### config.mk
export PLATFORM = sky130hd
export DESIGN_NAME = dct_block_reorder
export DESIGN_NICKNAME = d
export VERILOG_FILES = /design/src/rtl/dct_block_reorder.sv
export SDC_FILE = /design/constraint.sdc
export NUM_CORES = 2
export LEC_CHECK = 0
export ABC_AREA = 1
export ABC_CLOCK_PERIOD_IN_PS = 3200
export CORE_MARGIN = 4
export CORE_UTILIZATION = 25
export DETAILED_ROUTE_END_ITERATION = 16
export HOLD_SLACK_MARGIN = 0.1
export PLACE_DENSITY = 0.4
export SLEW_MARGIN = 0
export SYNTH_ARGS = -nofsm -noshare
export SYNTH_HDL_FRONTEND = slang
export SYNTH_SLANG_ARGS = --single-unit
### constraint.sdc
create_clock -name clk -period 3.2 [get_ports clk]
set_input_delay 0.64 -clock clk [delete_from_list [all_inputs] [get_ports clk]]
set_output_delay 0.64 -clock clk [all_outputs]
set_load 0.02 [all_outputs]
### src/rtl/dct_block_reorder.sv
// 8x8 block reorder buffer: ping-pong 64-entry banks, one filled in row-major order
// while the other is read out row-major, transposed or in JPEG zigzag order.
module dct_block_reorder #(
   parameter int W     = 15,
   parameter bit ZZ_EN = 1'b1
) (
   input  logic         clk,
   input  logic         rst,
   input  logic         in_valid,
   input  logic [W-1:0] in_data,
   input  logic [1:0]   mode,
   output logic         out_valid,
   output logic [W-1:0] out_data,
   output logic         out_last
);

   // state   | meaning
   // ST_IDLE | no block pending; outputs invalid
   // ST_READ | streaming the filled bank, one sample per edge, rd_cnt 0..63
   typedef enum logic {ST_IDLE, ST_READ} rd_state_t;

   localparam int ZZ [64] = '{
       0,  1,  8, 16,  9,  2,  3, 10, 17, 24, 32, 25, 18, 11,  4,  5,
      12, 19, 26, 33, 40, 48, 41, 34, 27, 20, 13,  6,  7, 14, 21, 28,
      35, 42, 49, 56, 57, 50, 43, 36, 29, 22, 15, 23, 30, 37, 44, 51,
      58, 59, 52, 45, 38, 31, 39, 46, 53, 60, 61, 54, 47, 55, 62, 63
   };

   rd_state_t    state_q, state_d;
   logic [W-1:0] bank0 [64];
   logic [W-1:0] bank1 [64];
   logic [5:0]   wr_cnt, rd_cnt, rd_addr;
   logic         wr_bank, rd_bank;
   logic [1:0]   blk_mode, rd_mode;
   logic         blk_done, rd_end;
   logic [W-1:0] rd_data;

   assign blk_done = in_valid && (wr_cnt == 6'd63);
   assign rd_end   = (state_q == ST_READ) && (rd_cnt == 6'd63);

   always_comb begin
      rd_addr = rd_cnt;
      case (rd_mode)
         2'd0:    rd_addr = rd_cnt;
         2'd2:    rd_addr = ZZ_EN ? 6'(ZZ[rd_cnt]) : {rd_cnt[2:0], rd_cnt[5:3]};
         default: rd_addr = {rd_cnt[2:0], rd_cnt[5:3]};
      endcase
   end

   assign rd_data = rd_bank ? bank1[rd_addr] : bank0[rd_addr];

   // A completing block always (re)starts readout, which gives bubble-free
   // hand-over when it lands on the rd_cnt=63 edge of the previous block.
   always_comb begin
      state_d = state_q;
      if (blk_done)
         state_d = ST_READ;
      else if (rd_end)
         state_d = ST_IDLE;
   end

   always_ff @(posedge clk) begin
      if (!rst && in_valid) begin
         if (wr_bank)
            bank1[wr_cnt] <= in_data;
         else
            bank0[wr_cnt] <= in_data;
      end
   end

   always_ff @(posedge clk) begin
      if (rst) begin
         state_q   <= ST_IDLE;
         wr_cnt    <= 6'd0;
         wr_bank   <= 1'b0;
         rd_cnt    <= 6'd0;
         rd_bank   <= 1'b0;
         blk_mode  <= 2'd0;
         rd_mode   <= 2'd0;
         out_valid <= 1'b0;
         out_last  <= 1'b0;
         out_data  <= '0;
      end else begin
         state_q <= state_d;
         if (in_valid) begin
            wr_cnt <= wr_cnt + 6'd1;
            if (wr_cnt == 6'd0)
               blk_mode <= mode;
            if (blk_done)
               wr_bank <= ~wr_bank;
         end
         out_valid <= (state_q == ST_READ);
         out_last  <= rd_end;
         if (state_q == ST_READ)
            out_data <= rd_data;
         // readout snapshots the block's mode so the next block may latch its own
         if (blk_done) begin
            rd_cnt  <= 6'd0;
            rd_bank <= wr_bank;
            rd_mode <= blk_mode;
         end else if (state_q == ST_READ) begin
            rd_cnt <= rd_cnt + 6'd1;
         end
      end
   end

endmodule

* After elaboration in Yosys (flattened, before gate mapping)
Memories as Yosys holds them, arrays and structs flattened.
Index checks and enable logic that the tools add are counted.
** Cells by class
- $add $sub $neg :: 2
- Order comparisons :: 1
- Equal/unequal tests :: 3
- Multiplexer cells :: 12
- Bitwise logic cells :: 2
- Reductions and logical operators :: 10
** Operators by type and width (count)
- 15-bit two-way mux :: 1
- 6-bit by 1-bit adder with 6-bit output (second input constant) :: 2
- 6-bit == test (second input constant) :: 2
- 6-bit two-way mux :: 2
- 6-bit one-hot mux with 2 select lines :: 1
- 1-bit two-way mux :: 8
- 7-bit >= comparator (second input constant) :: 1
- 6-bit NOT with 7-bit output :: 1
- 6-bit logical NOT :: 1
- 2-bit AND reduction :: 2
- 1-bit logical AND :: 3
- 2-bit == test (second input constant) :: 1
- 2-bit logical NOT :: 1
- 2-bit nonzero test :: 1
- 2-bit OR reduction :: 1
- 1-bit logical NOT :: 1
- 1-bit NOT :: 1
** Storage, ports and cells
- Flip-flop bits (word level) :: 36
- Bits in writable memories :: 1920
- Bits in read-only memories :: 2048
- Bits of input ports :: 20
- Output and inout bits :: 17
- Logic and storage cells :: 43
- Memories kept :: 3
** Memories
- (no name shown) :: depth 64, bits a word 32, rd ports 1, clocked after memory_dff 0, write ports 0, RTL line 45 : 2'd2: rd_addr = ZZ_EN ? 6'(ZZ[rd_cnt]) : {rd_cnt[2:0], rd_cnt[5:3]};
- bank0 :: depth 64, bits a word 15, rd ports 1, clocked after memory_dff 0, write ports 1, RTL line 30 : logic [W-1:0] bank0 [64];
- bank1 :: depth 64, bits a word 15, rd ports 1, clocked after memory_dff 0, write ports 1, RTL line 31 : logic [W-1:0] bank1 [64];

* Longest topological paths before layout
An unclocked memory read counts as a cell.
- Word-level depth :: 7
- Gate-level depth with buffers :: 25

* Worst setup path after synthesis
Ideal clock, no wire load.
- Path type :: register to register
- Start :: register rd_cnt[0]
- End :: register out_data[0]
- Setup time :: 0.109 ns
- Data arrival time :: 2.679 ns
- Required time :: 3.091 ns
- Setup slack :: 0.413 ns
- Stages on the path, launching flop included :: 26
- Buffers on the path :: 5
- Period minus slack after synthesis :: 2.787 ns
- Cells stage by stage :: dfxtp_1 clkbuf_2 inv_2 ha_1 inv_1 nand2_1 nand3_1 nand2_1 nand2_1 nand2_1 nand3_1 buf_6 nand2_4 buf_6 buf_4 buf_2 nand2_1 nand3_1 nand3_1 nand3_1 nand3_1 nand3_1 nand3_1 nand3_1 nand2_1 inv_1
** On the way
- Cells in the longest elaborated chain, start to end :: 7
- Elaborated cells between the ends (all ways) :: 8
** RTL lines
- start: declaration :: RTL line 32 : logic [5:0] wr_cnt, rd_cnt, rd_addr;
- start signal: assignment :: RTL line 102 : rd_cnt <= rd_cnt + 6'd1;
- 6-bit NOT with 7-bit output (not written as such) :: RTL line 45
- memory read 64 x 32 bit
- 6-bit two-way mux (not written as such) (2 in series) :: RTL line 45
- 6-bit one-hot mux with 2 select lines * :: RTL line 43 : case (rd_mode)
- memory read 64 x 15 bit (on tied branches)
- 15-bit two-way mux * :: RTL line 50 : assign rd_data = rd_bank ? bank1[rd_addr] : bank0[rd_addr];
- end signal: assignment :: RTL line 95 : out_data <= rd_data;
- end: declaration :: RTL line 13 : output logic [W-1:0] out_data,
Mark *: on every way between the ends. The rest lies on a longest branch, timed or not. The select of a mux whose other input is x is not followed.
A chain may end at the register's enable or synchronous reset.

* Final worst setup path
- Start :: register rd_cnt[0]
- End :: register out_data[7]
The elaborated chain is that of the path after synthesis.

==> flow_metrics.env <==
export IMPL_insertion_delay_ns=0.90
export IMPL_grt_pass1_wl_microns=433000
export IMPL_avgSynthCellArea_sq_um=11.8
export IMPL_firstDrtPassIters=6
export IMPL_dieHeight_microns=576
export IMPL_cts_made_buffers=224
export IMPL_fmax_mhz=299
export IMPL_gp_congestion=0.866
export IMPL_synth_edf_count=1920
export IMPL_cts_sinks=1956
export IMPL_die_x_microns=576
export IMPL_worstSetupStartpointType="flip-flop"
export IMPL_initial_core_util=0.251
export IMPL_cp_max_fo=10
export IMPL_synthToLayoutAreaGrowth_pct=27.7
export IMPL_cp_arrival_ns=4.14
export IMPL_synth_seq_area_share=0.724
export IMPL_wirelength_microns=310000
export IMPL_io_pins=37
export IMPL_ys_top_cells_by_count="2556 x nand3_1, 1920 x edfxtp_1, 1438 x nand2_1, 295 x buf_2, 187 x nor2_1"
export IMPL_yosysWarnings=0
export IMPL_netlist_area_sq_mm=0.0807
export IMPL_io_buffers=36
export IMPL_syn_inst=6808
export IMPL_synth_area_leaders="edfxtp_1 71%, nand3_1 16%, nand2_1 6.7%, buf_2 1.8%, dfxtp_1 0.89%"
export IMPL_fill_cells=32200
export IMPL_cts_htree_levels=4
export IMPL_final_util=0.321
export IMPL_timing_reg2reg_setup_slack_ns=-0.15
export IMPL_maxCapViolCount=0
export IMPL_final_setup_viol_count=15
export IMPL_grt_util_all_layers=0.179
export IMPL_layout_nets=7443
export IMPL_hold_path_end="bank0[6][8]"
export IMPL_setup_ws_ns=-0.146
export IMPL_drc=0
export IMPL_avgRoutedWirePerCell_microns=26.1
export IMPL_ys_ff_latch=1956
export IMPL_grt_start_max_net_pins=70
export IMPL_worstHoldStart="in_data[8]"
export IMPL_yosys_area_top_type="edfxtp_1"
export IMPL_reg2reg_to="out_data[7]"
export IMPL_maxSlewViolCount=0
export IMPL_synth_ff_type="edfxtp_1"
export IMPL_whs_path_depth=1
export IMPL_ys_types=34
export IMPL_async_flop_share=0
export IMPL_startpoint="rd_cnt[0]"
export IMPL_hold_viol=0
export IMPL_powerDensity_mw_per_mm2=514
export IMPL_finClkSkew_ns=0.0807
export IMPL_critical_path_class="flip-flop to flip-flop"
export IMPL_rr_startpoint="rd_cnt[0]"
export IMPL_grt_setup_unrepaired="true"
export IMPL_final_seq_area_sq_mm=0.0584
export IMPL_max_slew_margin=0.336
export IMPL_crit_required_ns=3.99
export IMPL_vias_per_cell=4.87
export IMPL_cp_common_cell="nand2_1"
export IMPL_multi_input_area_sq_mm=0.0218
export IMPL_vias=57900
export IMPL_p_leak_nw=35.8
export IMPL_dpl_hpwl_microns=192000
export IMPL_cts_tree="done"
export IMPL_crit_chain="inv_4 > ha_4 > nand2_1 > nand2_1 > nand2_1 > nand2_1 > nand2_1 > a21oi_2 > nand2_4 > nand2_8 > buf_16 > buf_4 > buf_4 > buf_4 > nand3_1 > nand3_1 > nand3_2 > nand3_4 > nand3_2 > nand3_4 > nand3_1 > nand2_1 > inv_1"
export IMPL_hold_path_class="primary input to flip-flop"
export IMPL_drive_gt1_frac=0.204
export IMPL_worstMarginPinSlew_ns=0.995
export IMPL_drtIter0Drc=5760
export IMPL_antenna_found_initial=10
export IMPL_violations="negative setup slack"
export IMPL_die_area_sq_mm=0.332
export IMPL_crit_slowest_cell="dfxtp_4"
export IMPL_ir_drop_v=0.000450
export IMPL_fin_crit_ns=3.35
export IMPL_yosysMostFrequentCell="nand3_1"
export IMPL_status="finished with violations"
export IMPL_clk_pin_slew_ns=0.06
export IMPL_critPathMaxStageDelay_ns=0.37
export IMPL_end_kind="flip-flop"
export IMPL_cts_root_buf="clkbuf_16"
export IMPL_period_share=1.05
export IMPL_num_rows=208
export IMPL_synth_top_area_frac=0.715
export IMPL_cts_buffer_depth=4
export IMPL_grt_overflow=0
export IMPL_ant_nets=0
export IMPL_reg2reg_depth=23
export IMPL_coreArea_sq_mm=0.321
export IMPL_grt_pass1_vias=55400
export IMPL_syn_nets=6845
export IMPL_dpl_worst_slack_ns=-0.714
==> how the worst max path moves through the flow <==
stage                     slack [ns]          end  cells past startpoint
after CTS                      -0.18  out_data[9]                     23
final                          -0.15  out_data[7]                     23
after floorplan                 0.41  out_data[0]                     25
after detailed placement       -0.71  out_data[7]                     22
after global routing           -0.27  out_data[1]                     23
after global placement         -0.81  out_data[0]                     23
==> layout make-up <==
type	count	share of cell area
antenna	8	0.000194
clock buffer	274	0.0567
clock inverter	117	0.00766
inverter	57	0.00240
multi-input combinational	4279	0.212
sequential	1956	0.567
tap	4305	0.0523
timing repair buffer	887	0.102
timing repair inverter	1	0.0000850
==> what timing repair did <==
action | CTS | global route
pin swaps | 29 | 47
hold endpoints to repair | 25 | 0
setup buffers | 44 | 40
gates cloned | 26 | 15
resized for setup | 319 | 197
hold buffers | 2 | 0
setup endpoints to repair | 15 | 15
==> cells in the final DEF, fill, tap and decap left out, types with 4 or more instances in the layout <==
master and n:
inv_6 4, nand3_1 2256, o21ai_0 16, dfxtp_1 34, bufbuf_16 8, nand2_1 1428
clkinv_1 53, o22ai_1 5, clkbuf_16 238, nand2_2 6, buf_4 560, buf_6 54
inv_2 6, clkinv_2 45, clkbuf_1 46, buf_8 12, bufinv_16 8, ha_1 10
clkinvlp_4 4, clkdlybuf4s50_1 21, ha_4 4, nor3_2 10, a21oi_1 19, buf_16 48
nor2_2 35, diode_2 8, inv_1 47, nor2_1 152, buf_12 168, nand3_4 57
edfxtp_1 1920, nor3_1 4, nand3_2 243
==> power by group <==
part	total, mW	switching (mW)	internal, mW
Sequential	28.1	0.0109	28.1
Combinational	0.876	0.734	0.142
Clock	24.0	10.5	13.5
Total	53.0	11.2	41.8
==> layer usage <==
| layer | track usage | vias to the layer above | part of all wire |
|---|---|---|---|
| met2 | 0.290 | 1845 | 0.47 |
| li1 | - | 26000 | - |
| met3 | 0.0223 | 397 | 0.055 |
| met5 | 0 | - | 0.000035 |
| met1 | 0.254 | 29600 | 0.45 |
| met4 | 0.0434 | 2 | 0.029 |
==> kinds of logic (layout without fill, tap and decap cells) <==
kind of cell,Yosys count,count (layout),synth area share
and+or+nand+nor,4200,4201,0.236
buffers and inverters,574,1336,0.0335
other,0,8,0
adders and majority gates,17,17,0.00264
AOI/OAI and AO/OA,59,59,0.00444
DFF,1956,1956,0.724
xor gates and xnor gates,2,2,0.000217
==> worst max-delay path: cells and delay by family (launching register included) <==
| family | cells | cell delay [ns] |
|---|---|---|
| AND/OR/NAND/NOR | 15 | 1.60 |
| buffers and inverters | 6 | 0.77 |
| flip-flops | 1 | 0.37 |
| adder cells (fa/ha/maj) | 1 | 0.27 |
| AO/OA/AOI/OAI | 1 | 0.22 |
==> stage by stage <==
| step | hold WS [ns] | cells | instance area (sq um) | power (mW) | setup TNS (ns) |
|---|---|---|---|---|---|
| global route | 0.134 | 11900 | 103000 | 54.6 | -3.51 |
| global placement | 0.452 | 11400 | 91900 | 29.6 | -10.65 |
| floorplan | 0.430 | 6808 | 80700 | 28.8 | 0 |
| detailed placement | 0.459 | 11400 | 91900 | 29.6 | -8.91 |
| CTS | 0.112 | 11800 | 101000 | 53.5 | -2.29 |
| finish | 0.178 | 11900 | 103000 | 53.0 | -1.82 |
==> state kept, by name (all words and copies together), names as in the netlist <==
register and cells:
state_q 1, out_data 15, blk_mode 2, wr_cnt 6, bank0 960, rd_cnt 6, bank1 960, rd_mode 2
out_valid 1, rd_bank 1, out_last 1, wr_bank 1
Note: power is estimated with default switching activity, not from simulation.
